`src/rtl/dsp_cic_pkg.sv`:
```
// Shared CIC definitions: cut-method names, bit-growth and clog2 helpers.
package dsp_cic_pkg;

  localparam string CUT_ROUND = "ROUND";
  localparam string CUT_TRUNC = "CUT";

  function automatic int unsigned clog2(input longint unsigned v);
    int unsigned     r;
    longint unsigned p;
    r = 0;
    p = 1;
    while (p < v) begin
      p = p << 1;
      r++;
    end
    return r;
  endfunction

  // Full-precision width: BIN + ceil(log2((R*M)^N)), divided by R for interpolation.
  function automatic int unsigned cic_bout(input int unsigned bin, input int unsigned r,
                                           input int unsigned m, input int unsigned n,
                                           input bit interp);
    longint unsigned g;
    g = 1;
    for (int unsigned i = 0; i < n; i++) g = g * 64'(r) * 64'(m);
    if (interp) g = g / 64'(r);
    return bin + clog2(g);
  endfunction

endpackage

```
`src/rtl/dsp_cic_int_if.sv`:
```
// Sample-slot and output bundle of the CIC interpolator.
interface dsp_cic_int_if #(
  parameter int unsigned BIN  = 16,
  parameter int unsigned BOUT = 34,
  parameter int unsigned COUT = 16
);
  logic [BIN-1:0]  din;
  logic            din_vld;
  logic            din_rdy;
  logic [BOUT-1:0] dout;
  logic [COUT-1:0] dout_cut;
  logic            dvld;
  logic            uflow;

  modport master (output din, din_vld, input din_rdy, dout, dout_cut, dvld, uflow);
  modport slave  (input din, din_vld, output din_rdy, dout, dout_cut, dvld, uflow);
endinterface

```
`src/rtl/dsp_cic_round_cut.sv`:
```
// Narrows a full-precision CIC word to COUT bits by rounding (half away
// from zero) or truncation. Optional macro DSP_CIC_INT_SAT_EN clamps the
// positive overflow produced by rounding instead of wrapping.
module dsp_cic_round_cut
  import dsp_cic_pkg::*;
#(
  parameter int unsigned BOUT       = 34,
  parameter int unsigned COUT       = 16,
  parameter string       CUT_METHOD = CUT_ROUND
) (
  input  logic [BOUT-1:0] din,
  output logic [COUT-1:0] dout
);
  localparam int unsigned SH = BOUT - COUT;

  logic [COUT-1:0] top;
  assign top = din[BOUT-1:SH];

  if (CUT_METHOD == CUT_TRUNC) begin : g_cut
    logic unused_low;
    assign unused_low = ^din[SH-1:0];
    assign dout = top;
  end else begin : g_round
    logic [BOUT-1:0] below_mask;
    logic            guard;
    logic            sticky;
    logic            carry;
    // top is the floor; negatives need more than an exact half to move up
    assign below_mask = ~({BOUT{1'b1}} << (SH - 1));
    assign guard      = din[SH-1];
    assign sticky     = |(din & below_mask);
    assign carry      = guard & (~din[BOUT-1] | sticky);
`ifdef DSP_CIC_INT_SAT_EN
    logic [COUT:0] wide;
    assign wide = {top[COUT-1], top} + (COUT + 1)'(carry);
    assign dout = (wide[COUT] != wide[COUT-1]) ? {1'b0, {(COUT - 1){1'b1}}} : wide[COUT-1:0];
`else
    assign dout = top + COUT'(carry);
`endif
  end

endmodule

```
`src/rtl/dsp_cic_int.sv`:
```
// CIC interpolator: N comb stages at the slot rate, zero-stuff by R, N
// integrators at the clock rate, registered full-precision and narrowed
// outputs. Optional macro DSP_CIC_INT_SAT_EN (in dsp_cic_round_cut)
// saturates rounding overflow on dout_cut.
module dsp_cic_int
  import dsp_cic_pkg::*;
#(
  parameter int unsigned R          = 20,
  parameter int unsigned M          = 1,
  parameter int unsigned N          = 5,
  parameter int unsigned BIN        = 16,
  parameter int unsigned COUT       = 16,
  parameter string       CUT_METHOD = CUT_ROUND,
  parameter int unsigned BOUT       = cic_bout(BIN, R, M, N, 1'b1)
) (
  input logic          clk,
  input logic          rst_n,
  dsp_cic_int_if.slave bus
);
  localparam int unsigned CW = clog2(R);

  logic [CW-1:0]   cnt;
  logic            slot;
  logic            uflow_q;
  logic [BOUT-1:0] din_ext;
  logic [BOUT-1:0] comb_in [N];
  logic [BOUT-1:0] comb_out;
  logic [BOUT-1:0] dly [N][M];
  logic [BOUT-1:0] up;
  logic [BOUT-1:0] integ [N];
  logic [BOUT-1:0] dout_q;
  logic [N:0]      vld_sr;
  logic            dvld_q;

  // rate counter, registered accept slot and missed-slot pulse
  always_ff @(posedge clk) begin
    if (!rst_n) begin
      cnt     <= '0;
      slot    <= 1'b0;
      uflow_q <= 1'b0;
    end else begin
      cnt     <= (cnt == CW'(R - 1)) ? '0 : cnt + CW'(1);
      slot    <= (cnt == CW'(R - 1));
      uflow_q <= slot & ~bus.din_vld;
    end
  end

  // comb chain evaluated on the current sample; a missed slot feeds zero
  always_comb begin
    din_ext  = bus.din_vld ? BOUT'($signed(bus.din)) : '0;
    comb_out = din_ext;
    for (int unsigned j = 0; j < N; j++) begin
      comb_in[j] = comb_out;
      comb_out   = comb_out - dly[j][M-1];
    end
  end

  // comb delay lines advance on slot edges; zero-stuffer loads otherwise 0
  always_ff @(posedge clk) begin
    if (!rst_n) begin
      for (int unsigned j = 0; j < N; j++)
        for (int unsigned i = 0; i < M; i++) dly[j][i] <= '0;
      up <= '0;
    end else begin
      if (slot) begin
        for (int unsigned j = 0; j < N; j++) begin
          dly[j][0] <= comb_in[j];
          for (int unsigned i = 1; i < M; i++) dly[j][i] <= dly[j][i-1];
        end
      end
      up <= slot ? comb_out : '0;
    end
  end

  // pipelined integrators, each fed by the registered previous stage
  always_ff @(posedge clk) begin
    if (!rst_n) begin
      for (int unsigned k = 0; k < N; k++) integ[k] <= '0;
      dout_q <= '0;
    end else begin
      integ[0] <= integ[0] + up;
      for (int unsigned k = 1; k < N; k++) integ[k] <= integ[k] + integ[k-1];
      dout_q <= integ[N-1];
    end
  end

  // output valid follows the first slot through the same depth as the data
  always_ff @(posedge clk) begin
    if (!rst_n) begin
      vld_sr <= '0;
      dvld_q <= 1'b0;
    end else begin
      vld_sr <= {vld_sr[N-1:0], vld_sr[0] | slot};
      dvld_q <= vld_sr[N];
    end
  end

  dsp_cic_round_cut #(
    .BOUT      (BOUT),
    .COUT      (COUT),
    .CUT_METHOD(CUT_METHOD)
  ) u_cut (
    .din (dout_q),
    .dout(bus.dout_cut)
  );

  assign bus.din_rdy = slot;
  assign bus.dout    = dout_q;
  assign bus.dvld    = dvld_q;
  assign bus.uflow   = uflow_q;

endmodule
```
`src/flat_wrapper.sv`:
```
// flat-port wrapper written by rule: the top's interface ports become plain ports
module dsp_cic_int_flat import dsp_cic_pkg::*;
#(
  parameter int unsigned R          = 20,
  parameter int unsigned M          = 1,
  parameter int unsigned N          = 5,
  parameter int unsigned BIN        = 16,
  parameter int unsigned COUT       = 16,
  parameter string       CUT_METHOD = CUT_ROUND,
  parameter int unsigned BOUT       = cic_bout(BIN, R, M, N, 1'b1)
)
  (clk, rst_n, bus_din, bus_din_vld, bus_din_rdy, bus_dout, bus_dout_cut, bus_dvld, bus_uflow);
  dsp_cic_int_if #(.BIN(BIN), .BOUT(BOUT), .COUT(COUT)) bus_i ();
  input logic clk;
  input logic rst_n;
  input wire logic [$bits(bus_i.din)-1:0] bus_din;
  input wire logic [$bits(bus_i.din_vld)-1:0] bus_din_vld;
  output wire logic [$bits(bus_i.din_rdy)-1:0] bus_din_rdy;
  output wire logic [$bits(bus_i.dout)-1:0] bus_dout;
  output wire logic [$bits(bus_i.dout_cut)-1:0] bus_dout_cut;
  output wire logic [$bits(bus_i.dvld)-1:0] bus_dvld;
  output wire logic [$bits(bus_i.uflow)-1:0] bus_uflow;
  assign bus_i.din = bus_din;
  assign bus_i.din_vld = bus_din_vld;
  assign bus_din_rdy = bus_i.din_rdy;
  assign bus_dout = bus_i.dout;
  assign bus_dout_cut = bus_i.dout_cut;
  assign bus_dvld = bus_i.dvld;
  assign bus_uflow = bus_i.uflow;
  dsp_cic_int #(.R(R), .M(M), .N(N), .BIN(BIN), .COUT(COUT), .CUT_METHOD(CUT_METHOD), .BOUT(BOUT)) u_core (.clk(clk), .rst_n(rst_n), .bus(bus_i));
endmodule
```
`config.mk`:
```
export PLATFORM = sky130hd
export DESIGN_NAME = dsp_cic_int_flat
export DESIGN_NICKNAME = d
export VERILOG_FILES = /design/src/rtl/dsp_cic_pkg.sv /design/src/rtl/dsp_cic_int_if.sv /design/src/rtl/dsp_cic_round_cut.sv /design/src/rtl/dsp_cic_int.sv /design/src/flat_wrapper.sv
export SDC_FILE = /design/constraint.sdc
export NUM_CORES = 1
export LEC_CHECK = 0
export CAP_MARGIN = 5
export CORE_MARGIN = 4
export CORE_UTILIZATION = 35
export DETAILED_ROUTE_END_ITERATION = 10
export PLACE_DENSITY_LB_ADDON = 0.08
export RECOVER_POWER = 100
export SLEW_MARGIN = 5
export SYNTH_ARGS = -nofsm -noshare
export SYNTH_HDL_FRONTEND = slang
export SYNTH_SLANG_ARGS = --single-unit
```
`constraint.sdc`:
```
create_clock -name clk -period 19.6 [get_ports clk]
set_input_delay 5.88 -clock clk [delete_from_list [all_inputs] [get_ports clk]]
set_output_delay 5.88 -clock clk [all_outputs]
set_load 0.02 [all_outputs]
```
==> impl_metrics.yaml, run 1 <==
final_layout:
  final_nets: 3570
  syn_to_final_growth_pct: 12.4
  final_util_pct: 39.7
  drive_gt1_share_pct: 3.09
  final_area_sq_um: 31300
synth:
  yosysTopAreaCell: "dfxtp_1"
  synth.distinct_cells: 82
  synth_top_area_share_pct: 18.1
  postSynth.asyncResetShare_pct: 0
  avgSynthCellArea_sq_um: 8.84
  dominantRegCellSynth: "dfxtp_1"
  synth_nets: 3497
  syn_inst: 3150
  yosys_warnings: 0
  ys_ff_latch: 404
  yosysMostFrequentCell: "ha_1"
  synth_seq_area_share_pct: 34.5
  syn_area_sq_um: 27800
  synth_area_leaders: "dfxtp_1 18%, edfxtp_1 16%, ha_1 14%"
  synth_edf_count: 152
  synth_commonest_cells: "316 x ha_1, 274 x nor2_1, 268 x inv_1"
setup_path:
  cpMaxStageDelayCell: "dlygate4sd3_1"
  worstSetupPathType: "input pin to flop"
  required_ps: 20110
  path_common_cell: "a21oi_1"
  critical_path_arrival_ps: 17140
  start_kind: "input pin"
  crit_fanout: 17
  slowest_delay_ps: 840
  end_kind: "flop"
global_route:
  grt_pass1_wl_mm: 101
  grtUsageTotal_pct: 14.1
  grt_pass1_vias: 21406
  antenna_found_initial: 1
  overflow: 0
  grt_start_max_net_pins: 110
pwr:
  clkPwrFrac_pct: 21.1
  power_frac_seq_pct: 20.4
  pwr-share-comb_pct: 58.5
  vdd_drop_max_v: 0.0000775
  swShare_pct: 42.1
  power.density_nw_per_um2: 141
  power.switching_mw: 1.85
  p_int_mw: 2.55
  leakage_nw: 14.1
timing:
  rsz0062_at_grt: "no"
  worst_pin_slew_ps: 3830
  fmax_mhz: 60.1
  min_period_over_period_pct: 84.9
  report.final.setup_viol: 0
  max_slew_margin_pct: -155
  finalMaxSlewViolations: 464
  min_period_ps: 16640
  skew_ps: 28.8
  finalHoldViolCount: 0
  tns_ps: 0
floorplan:
  dieArea_sq_um: 84100
  dieHeight_um: 290
  die_w_um: 290
  core_sq_um: 78900
  rows: 103
  num_io_pins: 72
  start_util_pct: 35.3
cts:
  ctsResizeCount: 0
  numCtsBuffers: 51
  cts_tree: "built"
  htreeDepth: 2
  cts.clk_slew.worst_paths_ps: 60
  cts_max_path_buffers: 3
  clk_latency_ps: 600
  cts_hold_buffers: 0
  cts-root-buf: "clkbuf_16"
  cts_setup_buffers: 0
  cts_sinks: 404
routing:
  drc: 0
  drtPass1Iterations: 5
  drt-wirelength-per-cell_um: 14.0
  drt_iter0_drc: 668
  wirelength_mm: 60.3
  ant_nets: 0
  drt-vias-per-instance: 4.95
  dr_total_vias: 21342
flow_run:
  drv_cap: 8
placed_design:
  placed_cell_area_sq_um: 29700
  io_buffer_count: 71
  gp_congestion: 0.875
  post-dp-hpwl_mm: 45.8
run_status:
  outcome: "complete, but fails checks"
  violations: "max-capacitance violations, max-slew violations"
worst_hold_path:
  hp-class: "flop to flop"
## worst max-delay path: cells and delay by family
| family | cells | cell delay [ps] |
|---|---|---|
| compound gates | 25 | 5740 |
| xor+xnor | 3 | 480 |
| fa+ha+maj | 7 | 2590 |
| buf+inv | 1 | 840 |
| simple gates | 10 | 1580 |
## final timing paths
check	startpoint	to	slack, ps	cells past startpoint
max	bus_din_vld	u_core.up[33]$_SDFF_PN0_	2960	46
min	u_core.vld_sr[3]$_SDFF_PN0_	u_core.vld_sr[4]$_SDFF_PN0_	440	1
max reg2reg	u_core.dly[0][0]$_SDFFCE_PN0P_	u_core.up[33]$_SDFF_PN0_	8930	44
min reg2reg	u_core.vld_sr[3]$_SDFF_PN0_	u_core.vld_sr[4]$_SDFF_PN0_	440	1
## power by group through the flow
stage | Sequential [mW] | Combinational, mW | Clock (mW)
floorplan | 0.915 | 2.10 | 0
global placement | 0.913 | 2.58 | 0
detailed placement | 0.913 | 2.60 | 0
CTS | 0.895 | 2.61 | 0.976
global route | 0.898 | 2.92 | 1.00
finish | 0.897 | 2.58 | 0.930
## sequential cells by signal (all words and copies together) (netlist names)
name                count
u_core.up              34
u_core.bus.dout        34
u_core.dly            152
u_core.bus.dvld         1
u_core.bus.din_rdy      1
u_core.bus.uflow        1
u_core.cnt              5
u_core.integ          170
u_core.vld_sr           6
## stage by stage
| step | setup slack, ps | total power, mW | hold slack [ps] | instances |
|---|---|---|---|---|
| after CTS | 3670 | 4.48 | 437 | 4314 |
| final | 2960 | 4.40 | 437 | 4315 |
| after global placement | 3330 | 3.49 | 420 | 4220 |
| after floorplan | 4800 | 3.02 | 412 | 3150 |
| after detailed placement | 3060 | 3.51 | 420 | 4220 |
| after global routing | 1730 | 4.82 | 465 | 4315 |
## cells in the final DEF (no fill, tap or decap), types with 16 or more instances in the layout
cell type	synthesis	routed
ha_1	316	316
a211oi_1	21	22
a21oi_1	263	263
nor3_1	77	77
xor2_1	99	99
dfxtp_1	252	252
and2_0	0	77
clkdlybuf4s50_1	0	16
nand2b_1	54	54
o21ai_0	101	121
clkbuf_16	0	51
nor2_1	274	275
dlygate4sd3_1	0	54
nor3b_1	30	30
a21o_1	136	136
nand4_1	21	21
a31oi_1	28	28
edfxtp_1	152	152
o21a_1	39	39
and2_1	196	119
o21bai_1	48	48
inv_1	268	267
xnor2_1	142	142
and3_1	41	41
o21ai_1	43	23
nand2_1	161	161
clkbuf_1	58	22
nor2b_1	36	36
nand3_1	58	58
## layout make-up
type | instances | area (sq um)
antenna | 1 | 2.50
clock buffer | 76 | 1470
clock inverter | 18 | 180
fill | 7944 | 47600
inverter | 268 | 1010
multi-input combinational | 2419 | 17000
sequential | 404 | 9610
tap | 1050 | 1310
timing repair buffer | 79 | 742
## per-layer routing
layer / vias up / routed length, um / track usage, %
met5: - / 0 / 0
met4: 0 / 2450 / 5.93
met3: 155 / 1600 / 1.84
met2: 288 / 29500 / 26.1
met1: 9578 / 26700 / 16.2
li1: 11321 / - / -
## cell families (layout without fill, tap and decap cells)
logic type	count (synthesis)	count (layout)	synth area share (%)
AND/OR/NAND/NOR	1014	1014	18.6
AO/OA/AOI/OAI	818	818	19.1
flip-flops	404	404	34.5
adder cells (fa/ha/maj)	328	328	15.1
buffers and inverters	327	441	4.44
XOR/XNOR	243	243	7.72
multiplexers	16	16	0.580
other	0	1	0
No activity file was read; power rests on OpenSTA's default activity.
==> inputs of run 2 (changes only) <==
==> constraint.sdc (replaced) <==
create_clock -name clk -period 17 [get_ports clk]
set_input_delay 5.1 -clock clk [delete_from_list [all_inputs] [get_ports clk]]
set_output_delay 5.1 -clock clk [all_outputs]
set_load 0.02 [all_outputs]
==> run 2 against run 1 <==
Effect of this change: non-clock buffer count did not move; final area increased by 0.30%; critical endpoint unchanged; setup slack worse by 1400 ps; the run still ends with max-capacitance violations, max-slew violations left; flip-flop and latch count did not move; first-iteration DRC count shrank 3.1%; total power increased by 16%; wire length decreased by 0.27%.
==> impl_metrics.yaml, run 2 (synthesized netlist as in run 1, its figures left out) <==
final_layout:
  layout_commonest_cell: "ha_1"
  layout.cells.most_common_list: "316 x ha_1, 275 x nor2_1, 267 x inv_1"
  top_regs: "u_core.integ (170), u_core.dly (152)"
  antennaDiodeCount: 0
  top_register: "u_core.integ"
  instances_no_fill: 4315
  final_nets: 3571
  syn_to_final_growth_pct: 12.7
  drive_gt1_share_pct: 3.12
  largest_reg_flops: 170
timing:
  fmax_mhz: 64.6
  report.final.setup_viol: 0
  layout_setup_ws_ps: 1520
  min_period_over_period_pct: 91.1
  min_period_ps: 15480
  rsz0062_at_grt: "no"
  tns_ps: 0
  finalMaxSlewViolations: 464
  worst_pin_slew_ps: 3860
  finalHoldViolCount: 0
  max_slew_margin_pct: -157
  whs_ps: 432
  skew_ps: 28.3
setup_path:
  slowest_delay_ps: 840
  worstSetupPathType: "input pin to flop"
  critical_path_arrival_ps: 16000
  required_ps: 17510
  cpMaxStageDelayCell: "dlygate4sd3_1"
  path_common_cell: "a21oi_1"
  r2r_end: "u_core.up[33]$_SDFF_PN0_"
  r2r_setup_slack_ps: 6710
  r2r_cells: 45
  start_kind: "input pin"
  crit_fanout: 17
  timing.rr.start: "u_core.dly[0][0]$_SDFFCE_PN0P_"
  end_kind: "flop"
routing:
  drt_iter0_drc: 647
  dr_wl_met2_mm: 29.8
  dr_total_vias: 21389
  ant_nets: 0
  drc: 0
  wl_met3_mm: 1.76
  wl_met1_mm: 26.1
  maxUsedRoutingLayer: "met4"
  wirelength_mm: 60.1
  drtPass1Iterations: 4
  drt-vias-per-instance: 4.96
  drt-wirelength-per-cell_um: 13.9
worst_hold_path:
  hold_path_startpoint: "u_core.vld_sr[4]$_SDFF_PN0_"
  hp-class: "flop to flop"
  whs_path_depth: 1
  hold-path-endpoint: "u_core.vld_sr[5]$_SDFF_PN0_"
placed_design:
  place_inst: 4220
  pre_cts_ws_ps: 1200
  post-dp-hpwl_mm: 45.8
  gp_congestion: 0.875
  io_buffer_count: 71
floorplan:
  dieHeight_um: 290
  die_w_um: 290
  num_io_pins: 72
  core_sq_um: 78900
  start_util_pct: 35.3
  dieArea_sq_um: 84100
  rows: 103
cts:
  ctsResizeCount: 0
  cts_sinks: 404
  numCtsBuffers: 52
  htreeDepth: 2
  cts_tree: "built"
  cts-root-buf: "clkbuf_16"
  cts_max_path_buffers: 3
  cts.clk_slew.worst_paths_ps: 60
  clk_latency_ps: 600
  cts_setup_buffers: 0
  cts_hold_buffers: 0
pwr:
  power.density_nw_per_um2: 163
  leakage_nw: 14.1
  power_mw: 5.13
  vdd_drop_max_v: 0.0000822
global_route:
  grt_start_max_net_pins: 110
  grt_pass1_vias: 21503
  grt_pass1_wl_mm: 101
  antenna_found_initial: 1
  grtUsageTotal_pct: 14.1
  overflow: 0
flow_run:
  drv_cap: 7
run_status:
  violations: "max-capacitance violations, max-slew violations"
  outcome: "complete, but fails checks"
run 2: cell type report:
cell class / instances / area [sq um]
clock inverters: 22 / 294
clock buffers: 73 / 1440
flip-flops and latches: 404 / 9610
fillers: 7888 / 47500
inverters: 268 / 1010
well taps: 1050 / 1310
repair buffers: 79 / 742
multi-input cells: 2419 / 17000
run 2: worst max-delay path by stage:
stage                start                  endpoint  slack, ps  cells past startpoint
2_1_floorplan  bus_din_vld  u_core.up[33]$_SDFF_PN0_       2980                     48
3_3_place_gp   bus_din_vld  u_core.up[33]$_SDFF_PN0_       1510                     47
3_5_place_dp   bus_din_vld  u_core.up[33]$_SDFF_PN0_       1200                     47
4_1_cts        bus_din_vld  u_core.up[33]$_SDFF_PN0_       1820                     47
5_1_grt        bus_din_vld  u_core.up[33]$_SDFF_PN0_        400                     48
6_report       bus_din_vld  u_core.up[33]$_SDFF_PN0_       1520                     47
run 2: metrics by stage:
stage	util (%)	area (sq um)
6_report	39.8	31400
3_5_place_dp	37.7	29700
5_1_grt	39.8	31400
2_1_floorplan	-	27800
4_1_cts	39.9	31400
3_3_place_gp	37.7	29700
run 2: metal layers:
layer / vias up / track usage (%)
met1: 9608 / 16.0
met3: 150 / 1.79
met5: - / 0
met2: 287 / 26.4
li1: 11344 / -
met4: 0 / 5.65
run 2: worst max-delay path, delay by kind of cell:
kind / cells / cell delay (ps)
buffers and inverters: 1 / 840
and+or+nand+nor: 11 / 1920
adders and majority gates: 7 / 2520
xor gates and xnor gates: 3 / 490
AOI/OAI and AO/OA: 25 / 5080
run 2: report_power, final:
part	leakage, nW	internal, mW	switching [mW]
registers	3.60	1.02	0.00916
logic	9.68	1.28	1.70
clock network	0.843	0.693	0.427
==> inputs of run 3 (changes only) <==
==> constraint.sdc (replaced) <==
create_clock -name clk -period 19 [get_ports clk]
set_input_delay 5.7 -clock clk [delete_from_list [all_inputs] [get_ports clk]]
set_output_delay 5.7 -clock clk [all_outputs]
set_load 0.02 [all_outputs]
==> run 3 against run 2 <==
Effect of this change: the flow still finishes with violations (max-capacitance violations, max-slew violations); worst hold slack lost 3.4 ps; global-route usage hardly changed; setup slack better by 1000 ps; largest cell class unchanged; critical endpoint unchanged; core utilization decreased by 0.21 points; non-clock buffer count unchanged.
==> impl_metrics.yaml, run 3 (synthesized netlist as in run 1, its figures left out) <==
flow_run:
  drv_cap: 8
pwr:
  clkPwrFrac_pct: 20.6
  power_frac_seq_pct: 20.5
  power.switching_mw: 1.91
  pwr-share-comb_pct: 58.9
  power.density_nw_per_um2: 144
  p_int_mw: 2.60
  leakage_nw: 14.0
  vdd_drop_max_v: 0.0000756
  swShare_pct: 42.3
timing:
  finalMaxSlewViolations: 464
  report.final.setup_viol: 0
  layout_setup_ws_ps: 2550
  rsz0062_at_grt: "no"
  min_period_over_period_pct: 86.6
  skew_ps: 30.5
  finalHoldViolCount: 0
  min_period_ps: 16450
  max_slew_margin_pct: -159
  fmax_mhz: 60.8
  tns_ps: 0
  whs_ps: 428
  worst_pin_slew_ps: 3880
final_layout:
  final_nets: 3570
  instances_no_fill: 4311
  seq_area_sq_um: 9610
  layout_commonest_cell: "ha_1"
  syn_to_final_growth_pct: 12.1
  largest_reg_flops: 170
  fillCellCount: 7918
  layout.cells.most_common_list: "316 x ha_1, 275 x nor2_1, 267 x inv_1"
  multiInputGateArea_sq_um: 17000
  top_register: "u_core.integ"
  drive_gt1_share_pct: 2.91
  top_regs: "u_core.integ (170), u_core.dly (152)"
cts:
  htreeDepth: 2
  ctsResizeCount: 0
  cts_sinks: 404
  clk_latency_ps: 600
  numCtsBuffers: 51
  cts.clk_slew.worst_paths_ps: 50
  cts_max_path_buffers: 3
  cts_hold_buffers: 0
  cts_setup_buffers: 0
  cts_tree: "built"
  cts-root-buf: "clkbuf_16"
setup_path:
  critical_path_arrival_ps: 16960
  r2r_setup_slack_ps: 8310
  start_kind: "input pin"
  worstSetupPathType: "input pin to flop"
  end_kind: "flop"
  required_ps: 19510
  cpMaxStageDelayCell: "dlygate4sd3_1"
  path_common_cell: "a21oi_1"
  crit_fanout: 17
  slowest_delay_ps: 830
routing:
  dr_total_vias: 21304
  drc: 0
  drt-vias-per-instance: 4.94
  drtPass1Iterations: 5
  drt_iter0_drc: 626
  ant_nets: 0
  drt-wirelength-per-cell_um: 14.0
  wirelength_mm: 60.2
global_route:
  overflow: 0
  grt_pass1_wl_mm: 101
  antenna_found_initial: 1
  grt_pass1_vias: 21371
  grtUsageTotal_pct: 14.1
  grt_start_max_net_pins: 110
placed_design:
  pre_cts_ws_ps: 2640
  io_buffer_count: 71
  post-dp-hpwl_mm: 45.7
  place_inst: 4220
  gp_congestion: 0.875
run_status:
  violations: "max-capacitance violations, max-slew violations"
  outcome: "complete, but fails checks"
floorplan:
  dieArea_sq_um: 84100
  start_util_pct: 35.3
  die_w_um: 290
  core_sq_um: 78900
  rows: 103
  dieHeight_um: 290
  num_io_pins: 72
worst_hold_path:
  hp-class: "flop to flop"
## run 3: changes by cell type in the layout (fill, tap and decap cells not counted), sizes merged
cell / delta
bufinv: -6
clkbuf: +6
clkinv: -5
clkinvlp: -1
diode: +1
inv: +1
## run 3: power groups by stage
| stage | clock (mW) | combinational (mW) | sequential, mW |
|---|---|---|---|
| after floorplan | 0 | 2.17 | 0.944 |
| after global placement | 0 | 2.66 | 0.942 |
| after detailed placement | 0 | 2.68 | 0.942 |
| after CTS | 0.968 | 2.69 | 0.924 |
| after global routing | 0.996 | 3.00 | 0.927 |
| final | 0.927 | 2.66 | 0.925 |
## run 3: final timing paths
check                                                   end  depth (start not counted)                      startpoint
worst min register to register  u_core.vld_sr[4]$_SDFF_PN0_                          1     u_core.vld_sr[3]$_SDFF_PN0_
worst max-delay path               u_core.up[33]$_SDFF_PN0_                         46                     bus_din_vld
worst max register to register     u_core.up[33]$_SDFF_PN0_                         44  u_core.dly[0][0]$_SDFFCE_PN0P_
worst min-delay path            u_core.vld_sr[4]$_SDFF_PN0_                          1     u_core.vld_sr[3]$_SDFF_PN0_
## run 3: stage by stage
| step | total power, mW | instance area (sq um) | utilization (%) |
|---|---|---|---|
| after floorplan | 3.12 | 27800 | - |
| after global placement | 3.60 | 29700 | 37.7 |
| after detailed placement | 3.62 | 29700 | 37.7 |
| after CTS | 4.58 | 31300 | 39.7 |
| after global routing | 4.92 | 31200 | 39.6 |
| final | 4.51 | 31200 | 39.6 |
## run 3: routing by layer
| metal | wire [um] | global-route usage (%) |
|---|---|---|
| met5 | 0 | 0 |
| met4 | 2190 | 5.27 |
| met3 | 1640 | 1.89 |
| met2 | 29900 | 26.5 |
| met1 | 26500 | 16.0 |
## run 3: critical path: cells and delay by family
kind	cells	cell delay, ps
xor+xnor	3	480
simple gates	10	1560
buf+inv	1	830
fa+ha+maj	7	2590
compound gates	25	5770
## run 3: area by class of cell
class | count | share of cell area (%)
well taps | 1050 | 4.21
clock inverters | 11 | 0.301
diodes | 1 | 0.00802
flip-flops and latches | 404 | 30.8
inverters | 268 | 3.23
repair buffers | 79 | 2.38
multi-input cells | 2419 | 54.4
clock buffers | 79 | 4.74
